File: config.mk
export PLATFORM = sky130hd
export DESIGN_NAME = mem_port_arbiter_flat
export DESIGN_NICKNAME = d
export VERILOG_FILES = /design/src/rtl/mem_port_arbiter_if.sv /design/src/rtl/mem_port_arbiter.sv /design/src/flat_wrapper.sv
export SDC_FILE = /design/constraint.sdc
export NUM_CORES = 1
export LEC_CHECK = 0
export BUFFER_PORTS_ARGS = -buffer_cell sky130_fd_sc_hd__buf_2
export CORE_ASPECT_RATIO = 1.4
export CORE_MARGIN = 3
export CORE_UTILIZATION = 40
export DETAILED_ROUTE_END_ITERATION = 16
export PLACE_DENSITY_LB_ADDON = 0.1
export REMOVE_ABC_BUFFERS = 1
export SLEW_MARGIN = 20
export SYNTH_ARGS = -nofsm -noshare
export SYNTH_HDL_FRONTEND = slang
export SYNTH_SLANG_ARGS = --single-unit
File: constraint.sdc
create_clock -name clk -period 1.4 [get_ports clk]
set_input_delay 0.21 -clock clk [delete_from_list [all_inputs] [get_ports clk]]
set_output_delay 0.21 -clock clk [all_outputs]
set_load 0.05 [all_outputs]
File: src/rtl/mem_port_arbiter_if.sv
// Signal bundle for mem_port_arbiter: fetch/data requesters, shared memory port and status.
// slave is the arbiter's own view; master is the view of the surrounding core and memory.
interface mem_port_arbiter_if #(
   parameter int AW = 32,
   parameter int DW = 32
);
   logic            f_req;
   logic [AW-1:0]   f_addr;
   logic            f_gnt;
   logic            f_valid;
   logic            d_req;
   logic            d_we;
   logic [AW-1:0]   d_addr;
   logic [DW-1:0]   d_wdata;
   logic [DW/8-1:0] d_be;
   logic            d_gnt;
   logic            d_valid;
   logic [DW-1:0]   rdata;
   logic            resp_err;
   logic            m_req;
   logic            m_we;
   logic [AW-1:0]   m_addr;
   logic [DW-1:0]   m_wdata;
   logic [DW/8-1:0] m_be;
   logic            m_ack;
   logic            m_rvalid;
   logic [DW-1:0]   m_rdata;
   logic            busy;

   modport slave (
      input  f_req, f_addr, d_req, d_we, d_addr, d_wdata, d_be,
      input  m_ack, m_rvalid, m_rdata,
      output f_gnt, f_valid, d_gnt, d_valid, rdata, resp_err,
      output m_req, m_we, m_addr, m_wdata, m_be, busy
   );

   modport master (
      output f_req, f_addr, d_req, d_we, d_addr, d_wdata, d_be,
      output m_ack, m_rvalid, m_rdata,
      input  f_gnt, f_valid, d_gnt, d_valid, rdata, resp_err,
      input  m_req, m_we, m_addr, m_wdata, m_be, busy
   );
endinterface

File: src/rtl/mem_port_arbiter.sv
// Shares one req/ack memory port between fetch (F) and load/store (D) with a response watchdog.
// Define ARB_ROUND_ROBIN_EN to alternate contested grants; otherwise D always wins.
module mem_port_arbiter #(
   parameter int AW      = 32,
   parameter int DW      = 32,
   parameter int TIMEOUT = 255
) (
   input logic               clk,
   input logic               rst,
   mem_port_arbiter_if.slave bus
);

   localparam int CW = (TIMEOUT > 0) ? $clog2(TIMEOUT + 1) : 1;
   localparam logic [CW-1:0]   CNT_MAX   = '1;
   localparam logic [CW-1:0]   CNT_LIMIT = CW'(TIMEOUT);
   localparam logic [DW/8-1:0] BE_ALL    = '1;

   typedef enum logic [1:0] {IDLE, REQ, WAIT} state_t;
   typedef enum logic {OWN_F, OWN_D} owner_t;

   state_t        state;
   owner_t        owner;
   logic [CW-1:0] cnt;
   logic [CW-1:0] cnt_next;
   logic          timed_out;
   logic          can_grant;
   logic          pick_d;
   logic [AW-1:0] grant_addr;

`ifdef ARB_ROUND_ROBIN_EN
   owner_t last_owner;
   assign pick_d = bus.d_req && (!bus.f_req || last_owner == OWN_F);
`else
   assign pick_d = bus.d_req;
`endif

   // No grant while a response pulse is out, so a transaction never ends and starts in one cycle.
   assign can_grant  = !rst && state == IDLE && !bus.f_valid && !bus.d_valid;
   assign bus.d_gnt  = can_grant && pick_d;
   assign bus.f_gnt  = can_grant && bus.f_req && !pick_d;
   assign bus.busy   = state != IDLE;
   assign grant_addr = pick_d ? bus.d_addr : bus.f_addr;

   assign cnt_next  = (cnt == CNT_MAX) ? cnt : cnt + CW'(1);
   assign timed_out = (TIMEOUT != 0) && (cnt_next == CNT_LIMIT);

   // Transaction FSM; the memory-side fields and response pulses are all registered here.
   always_ff @(posedge clk) begin
      if (rst) begin
         state        <= IDLE;
         owner        <= OWN_F;
         cnt          <= '0;
         bus.m_req    <= 1'b0;
         bus.m_we     <= 1'b0;
         bus.m_addr   <= '0;
         bus.m_wdata  <= '0;
         bus.m_be     <= '0;
         bus.f_valid  <= 1'b0;
         bus.d_valid  <= 1'b0;
         bus.rdata    <= '0;
         bus.resp_err <= 1'b0;
`ifdef ARB_ROUND_ROBIN_EN
         last_owner   <= OWN_F;
`endif
      end else begin
         bus.f_valid  <= 1'b0;
         bus.d_valid  <= 1'b0;
         bus.rdata    <= '0;
         bus.resp_err <= 1'b0;
         unique case (state)
            IDLE: begin
               if (bus.d_gnt || bus.f_gnt) begin
                  state       <= REQ;
                  owner       <= pick_d ? OWN_D : OWN_F;
                  bus.m_req   <= 1'b1;
                  bus.m_addr  <= grant_addr;
                  bus.m_we    <= pick_d && bus.d_we;
                  bus.m_wdata <= pick_d ? bus.d_wdata : '0;
                  bus.m_be    <= pick_d ? bus.d_be : BE_ALL;
`ifdef ARB_ROUND_ROBIN_EN
                  last_owner  <= pick_d ? OWN_D : OWN_F;
`endif
               end
            end
            REQ: begin
               if (bus.m_ack) begin
                  state     <= WAIT;
                  bus.m_req <= 1'b0;
                  cnt       <= '0;
               end
            end
            WAIT: begin
               cnt <= cnt_next;
               // A real response beats a watchdog expiry landing in the same cycle.
               if (bus.m_rvalid || timed_out) begin
                  state        <= IDLE;
                  bus.f_valid  <= owner == OWN_F;
                  bus.d_valid  <= owner == OWN_D;
                  bus.resp_err <= !bus.m_rvalid;
                  bus.rdata    <= (bus.m_rvalid && !bus.m_we) ? bus.m_rdata : '0;
               end
            end
            default: state <= IDLE;
         endcase
      end
   end

endmodule

File: src/flat_wrapper.sv
// flat-port wrapper written by rule: the top's interface ports become plain ports
module mem_port_arbiter_flat 
#(
   parameter int AW      = 32,
   parameter int DW      = 32,
   parameter int TIMEOUT = 255
)
  (clk, rst, bus_f_req, bus_f_addr, bus_d_req, bus_d_we, bus_d_addr, bus_d_wdata, bus_d_be, bus_m_ack, bus_m_rvalid, bus_m_rdata, bus_f_gnt, bus_f_valid, bus_d_gnt, bus_d_valid, bus_rdata, bus_resp_err, bus_m_req, bus_m_we, bus_m_addr, bus_m_wdata, bus_m_be, bus_busy);
  mem_port_arbiter_if #(.AW(AW), .DW(DW)) bus_i ();
  input logic clk;
  input logic rst;
  input wire logic [$bits(bus_i.f_req)-1:0] bus_f_req;
  input wire logic [$bits(bus_i.f_addr)-1:0] bus_f_addr;
  input wire logic [$bits(bus_i.d_req)-1:0] bus_d_req;
  input wire logic [$bits(bus_i.d_we)-1:0] bus_d_we;
  input wire logic [$bits(bus_i.d_addr)-1:0] bus_d_addr;
  input wire logic [$bits(bus_i.d_wdata)-1:0] bus_d_wdata;
  input wire logic [$bits(bus_i.d_be)-1:0] bus_d_be;
  input wire logic [$bits(bus_i.m_ack)-1:0] bus_m_ack;
  input wire logic [$bits(bus_i.m_rvalid)-1:0] bus_m_rvalid;
  input wire logic [$bits(bus_i.m_rdata)-1:0] bus_m_rdata;
  output wire logic [$bits(bus_i.f_gnt)-1:0] bus_f_gnt;
  output wire logic [$bits(bus_i.f_valid)-1:0] bus_f_valid;
  output wire logic [$bits(bus_i.d_gnt)-1:0] bus_d_gnt;
  output wire logic [$bits(bus_i.d_valid)-1:0] bus_d_valid;
  output wire logic [$bits(bus_i.rdata)-1:0] bus_rdata;
  output wire logic [$bits(bus_i.resp_err)-1:0] bus_resp_err;
  output wire logic [$bits(bus_i.m_req)-1:0] bus_m_req;
  output wire logic [$bits(bus_i.m_we)-1:0] bus_m_we;
  output wire logic [$bits(bus_i.m_addr)-1:0] bus_m_addr;
  output wire logic [$bits(bus_i.m_wdata)-1:0] bus_m_wdata;
  output wire logic [$bits(bus_i.m_be)-1:0] bus_m_be;
  output wire logic [$bits(bus_i.busy)-1:0] bus_busy;
  assign bus_i.f_req = bus_f_req;
  assign bus_i.f_addr = bus_f_addr;
  assign bus_i.d_req = bus_d_req;
  assign bus_i.d_we = bus_d_we;
  assign bus_i.d_addr = bus_d_addr;
  assign bus_i.d_wdata = bus_d_wdata;
  assign bus_i.d_be = bus_d_be;
  assign bus_i.m_ack = bus_m_ack;
  assign bus_i.m_rvalid = bus_m_rvalid;
  assign bus_i.m_rdata = bus_m_rdata;
  assign bus_f_gnt = bus_i.f_gnt;
  assign bus_f_valid = bus_i.f_valid;
  assign bus_d_gnt = bus_i.d_gnt;
  assign bus_d_valid = bus_i.d_valid;
  assign bus_rdata = bus_i.rdata;
  assign bus_resp_err = bus_i.resp_err;
  assign bus_m_req = bus_i.m_req;
  assign bus_m_we = bus_i.m_we;
  assign bus_m_addr = bus_i.m_addr;
  assign bus_m_wdata = bus_i.m_wdata;
  assign bus_m_be = bus_i.m_be;
  assign bus_busy = bus_i.busy;
  mem_port_arbiter #(.AW(AW), .DW(DW), .TIMEOUT(TIMEOUT)) u_core (.clk(clk), .rst(rst), .bus(bus_i));
endmodule
# After elaboration in Yosys (flattened, before gate mapping)
# Index checks and enable logic that the tools add are counted.
# word_totals
input_bits,139
elab_cells,64
output_inout_bits,108
ff_bits,116
# classes
mux,14
add_sub_neg,1
reduce_logical,26
n_bitwise,4
n_eq_ne,7
# ops
cell,count
$mux 32,2
$eq 8x8->1 const B,2
$mux 8,2
$pmux 8 s2,1
$add 8x1->8 const B,1
$logic_and 1x1->1,8
$logic_not 1->1,6
$mux 2,3
$pmux 2 s3,1
$reduce_and 3->1,2
$reduce_bool 2->1,3
$mux 4,1
$ne 2x2->1 const B,2
$not 1->1,4
$reduce_and 2->1,2
$reduce_or 4->1,1
$mux 1,3
$reduce_or 3->1,1
$eq 2x1->1 const B,1
$eq 2x2->1 const B,1
$logic_not 2->1,1
$logic_or 1x1->1,2
$ne 2x1->1 const B,1
$pmux 1 s2,1

# Logic depth before layout (Yosys ltp)
# depth
word_depth,9
mapped_depth,8
mapped_depth_nobuf,6

# Least setup slack after synthesis
# No wires, ideal clock.
# synth_path
path_type,flip-flop to output port
from,reg u_core.bus.f_valid
to,out bus_f_gnt
required_time_ns,1.190
path_buffers,0
path_stages_with_launch,4
slack_ns,-0.379
t_arrival_ns,1.569
cell_sequence,dfxtp_1 nor3_4 nand3_2 nor2_1
# synth_between
elab_chain_cells,5
# synth_lines
item,line,source
"start, declared",mem_port_arbiter_if.sv:33,"output f_gnt, f_valid, d_gnt, d_valid, rdata, resp_err,"
"start signal, assigned",mem_port_arbiter.sv:58,bus.f_valid <= 1'b0;
"start signal, assigned",mem_port_arbiter.sv:66,bus.f_valid <= 1'b0;
"start signal, assigned",mem_port_arbiter.sv:97,bus.f_valid <= owner == OWN_F;
$logic_not 1->1,mem_port_arbiter.sv:38,assign can_grant = !rst && state == IDLE && !bus.f_valid && !bus.d_valid;
$logic_and 1x1->1 (2 in series),mem_port_arbiter.sv:38,
$logic_and 1x1->1 (2 in series),mem_port_arbiter.sv:40,assign bus.f_gnt = can_grant && bus.f_req && !pick_d;
"end, declared",flat_wrapper.sv:22,output wire logic [$bits(bus_i.f_gnt)-1:0] bus_f_gnt;
# No other way between the ends.

# Final worst setup path
# layout_path
from,reg u_core.state[0]
to,out bus_f_gnt
# layout_between
elab_chain_cells,6
# layout_lines
item,line,source
"start, declared",mem_port_arbiter.sv:21,state_t state;
"start signal, assigned",mem_port_arbiter.sv:50,state <= IDLE;
"start signal, assigned",mem_port_arbiter.sv:73,state <= REQ;
"start signal, assigned",mem_port_arbiter.sv:87,state <= WAIT;
$logic_not 2->1,mem_port_arbiter.sv:38,
$logic_and 1x1->1 (3 in series),mem_port_arbiter.sv:38,
$logic_and 1x1->1 (2 in series),mem_port_arbiter.sv:40,
# No other way between the ends.

==> impl_metrics.py <==
metrics = {
    "power_and_ir_drop": {
        "p_leak_nw": 3.68,
        "pwr_density_cell_mw_per_mm2": 1340,
        "clkPwrFrac_pct": 44.7,
        "switching_power_mw": 3.02,
        "swShare_pct": 28.9,
        "seqPwrFrac_pct": 34.2,
        "power_frac_comb_pct": 21.1,
        "peakVddDrop_mv": 0.901,
        "p_int_mw": 7.44,
    },
    "synth": {
        "ys_async_sr_fraction_pct": 0,
        "synth_edf_count": 0,
        "syn_area_per_cell_um2": 10.3,
        "netlist_instances": 434,
        "synth_top_cells_by_area": "dfxtp_1 (52%), a22oi_2 (7.8%), mux2i_1 (7.4%)",
        "ys.flop_type": "dfxtp_1",
        "synth_seq_cells": 116,
        "synth.distinct_cells": 44,
        "post-synth-top-area-cell": "dfxtp_1",
        "yosysTopAreaCellShare_pct": 52.0,
        "yosys-top-cells-count": "dfxtp_1 (116), nor2_1 (75), and2_1 (37)",
        "yosysWarnings": 0,
        "netlist_area_mm2": 0.00447,
        "synth_most_common_cell": "dfxtp_1",
        "ys_seq_area_share_pct": 52.0,
    },
    "critical_path": {
        "worstPathRequired_ns": 1.19,
        "reg2regPathDepth": 8,
        "crit_fanout": 4,
        "cp.arrival_ns": 1.46,
        "crit_type": "flop to output port",
        "path_cells": "nor2_4 > nand3_2 > buf_6 > nor2_4 > buf_6",
        "worstSetupStartpointType": "flop",
        "cp-end-kind": "output port",
        "cp_slowest_stage_delay_ns": 0.34,
        "slowest_stage": "dfxtp_2",
    },
    "layout": {
        "drive_above_1_share_pct": 55.4,
        "postLayoutCoreUtil_pct": 71.8,
        "diodes": 0,
        "n_fill_cell": 830,
        "regArea_mm2": 0.00234,
        "stdcell_area_mm2": 0.00781,
        "multi_input_area_mm2": 0.00222,
        "area_growth_pct": 74.8,
        "finalNetCount": 901,
    },
    "global_route": {
        "grt_max_degree": 34,
        "grtUsageMet1_pct": 21.5,
        "grt_use_met3_pct": 7.50,
        "overflow": 0,
        "grt_usage_pct": 22.0,
        "grt.met2_usage_pct": 40.6,
        "top_usage_layer": "met2",
        "grt_first_pass_wirelength_um": 20900,
        "first_global_vias": 4435,
        "antenna_found_initial": 1,
    },
    "timing": {
        "holdWs_ns": 0.0116,
        "fmax_mhz": 598,
        "finalHoldViolCount": 0,
        "setup_tns_ns": -13.03,
        "maxSlewHeadroom_pct": 72.8,
        "skew_ns": 0.0120,
        "setup_viol": 78,
        "rsz0062_at_grt": "true",
        "fin_crit_sh_pct": 119,
        "tightest_slew_ns": 0.409,
        "report.final.slew_viol_count": 0,
        "min_period_ns": 1.67,
        "fin_ws_ns": -0.271,
    },
    "clock_tree": {
        "clk_latency_ns": 0.42,
        "cts_buffers": 17,
        "cts.sinks": 116,
        "htreeDepth": 4,
        "clk_pin_slew_ns": 0.06,
        "root_buffer": "clkbuf_16",
        "cts.path.max_buffers": 2,
        "cts_tree": "done",
    },
    "job": {
        "maxCapViolations": 0,
    },
    "floorplanning": {
        "chipWidth_um": 95.3,
        "die_h_um": 131,
        "fp-row-count": 45,
        "die-area_mm2": 0.0125,
        "core_mm2": 0.0109,
        "start_util_pct": 41.1,
        "ioPinCount": 247,
    },
    "drt": {
        "ant_nets": 0,
        "wire_per_inst_um": 16.9,
        "num_vias": 4575,
        "vias_per_cell": 5.00,
        "drc": 0,
        "drt_wl_total_um": 15400,
        "drt_iter0_drc": 141,
        "detail_route.first_pass.iterations": 4,
    },
    "worst_hold_path": {
        "hold_depth": 2,
        "hold_path.class": "input pin to flop",
    },
    "run_status": {
        "violations": "setup timing",
        "run_status": "complete, but fails checks",
    },
    "placement": {
        "place_congestion": 0.833,
        "place_area_mm2": 0.00604,
        "port_buffers": 246,
        "place_hpwl_um": 9640,
    },
}
-- logic make-up (layout without fill, tap and decap cells) --
family	count (synthesis)	count (layout)	synth area share, %
simple gates	150	151	16.9
flops	116	116	52.0
compound gates	99	99	18.9
buf+inv	35	374	4.48
mux	33	33	7.40
fa+ha+maj	1	1	0.280
-- flip-flops by register name, summed over array words and instances, names as in the netlist, 2 cells and up --
name / count
u_core.bus.m_addr: 32
u_core.bus.m_wdata: 32
u_core.bus.rdata: 32
u_core.cnt: 8
u_core.bus.m_be: 4
u_core.state: 2
-- worst paths after layout --
kind | endpoint | start | slack, ns
max | bus_f_gnt | u_core.state[0]$_SDFFE_PP0P_ | -0.27
min | u_core.bus.rdata[7]$_SDFF_PP0_ | bus_m_rdata[7] | 0.01
max reg2reg | u_core.bus.m_wdata[1]$_SDFFE_PP0P_ | u_core.state[0]$_SDFFE_PP0P_ | -0.24
min reg2reg | u_core.bus.m_req$_SDFFE_PP0P_ | u_core.bus.m_req$_SDFFE_PP0P_ | 0.46
-- per-stage QoR --
| step | cells | worst slack [ns] | total power, mW |
|---|---|---|---|
| after floorplan | 401 | -1.25 | 4.71 |
| after global placement | 822 | -0.114 | 5.34 |
| after detailed placement | 822 | -0.139 | 5.37 |
| after CTS | 900 | -0.241 | 10.3 |
| after global routing | 915 | -0.337 | 10.8 |
| final | 915 | -0.271 | 10.5 |
-- layer usage --
layer / vias up / wire (um)
met3: 32 / 1150
met1: 2155 / 5430
met4: 2 / 481
li1: 2200 / -
met5: - / 20
met2: 186 / 8330
-- cell usage in the layout, fill, tap and decap left out, types with 3 or more instances in the layout --
cell / count
buf_2: 243
dfxtp_1: 106
nor2_1: 72
and2_1: 34
mux2i_1: 33
a22oi_2: 32
dlygate4sd3_1: 30
buf_4: 26
clkbuf_16: 23
a211oi_1: 22
buf_6: 18
a211oi_2: 10
buf_12: 10
dfxtp_2: 9
nand2_1: 7
a21oi_1: 7
o21ai_0: 5
inv_6: 5
nor2_4: 4
nand3_2: 4
bufinv_16: 4
buf_16: 4
and2_4: 3
o21ai_1: 3
a22o_1: 3
o22ai_1: 3
clkinvlp_4: 3
buf_8: 3
-- final cells by class --
type | instances | area share, %
Clock buffer | 19 | 5.67
Clock inverter | 13 | 2.50
Inverter | 2 | 0.160
Multi-Input combinational cell | 284 | 28.5
Sequential cell | 116 | 29.9
Tap cell | 141 | 2.26
Timing Repair Buffer | 340 | 31.0
-- critical path: cells and delay by family (launching register included) --
family                 cells  cell delay [ns]
and+or+nand+nor            3             0.41
DFF                        1             0.34
buffers and inverters      2             0.30
-- timing repair --
action | in CTS | in global routing
gates resized for setup | 50 | 54
hold endpoints to repair | 30 | 0
hold buffers | 30 | 0
pin swaps | 15 | 35
setup buffers | 11 | 9
gates cloned | 5 | 8
endpoints found under the setup margin | 111 | 112
-- power groups by stage --
stage               clock network, mW  registers (mW)  logic, mW
global route                     4.85            3.60       2.33
global placement                    0            3.63       1.71
finish                           4.67            3.58       2.20
detailed placement                  0            3.64       1.73
floorplan                           0            4.23      0.479
CTS                              4.71            3.58       2.01
Power figures use the tool's default switching activity.
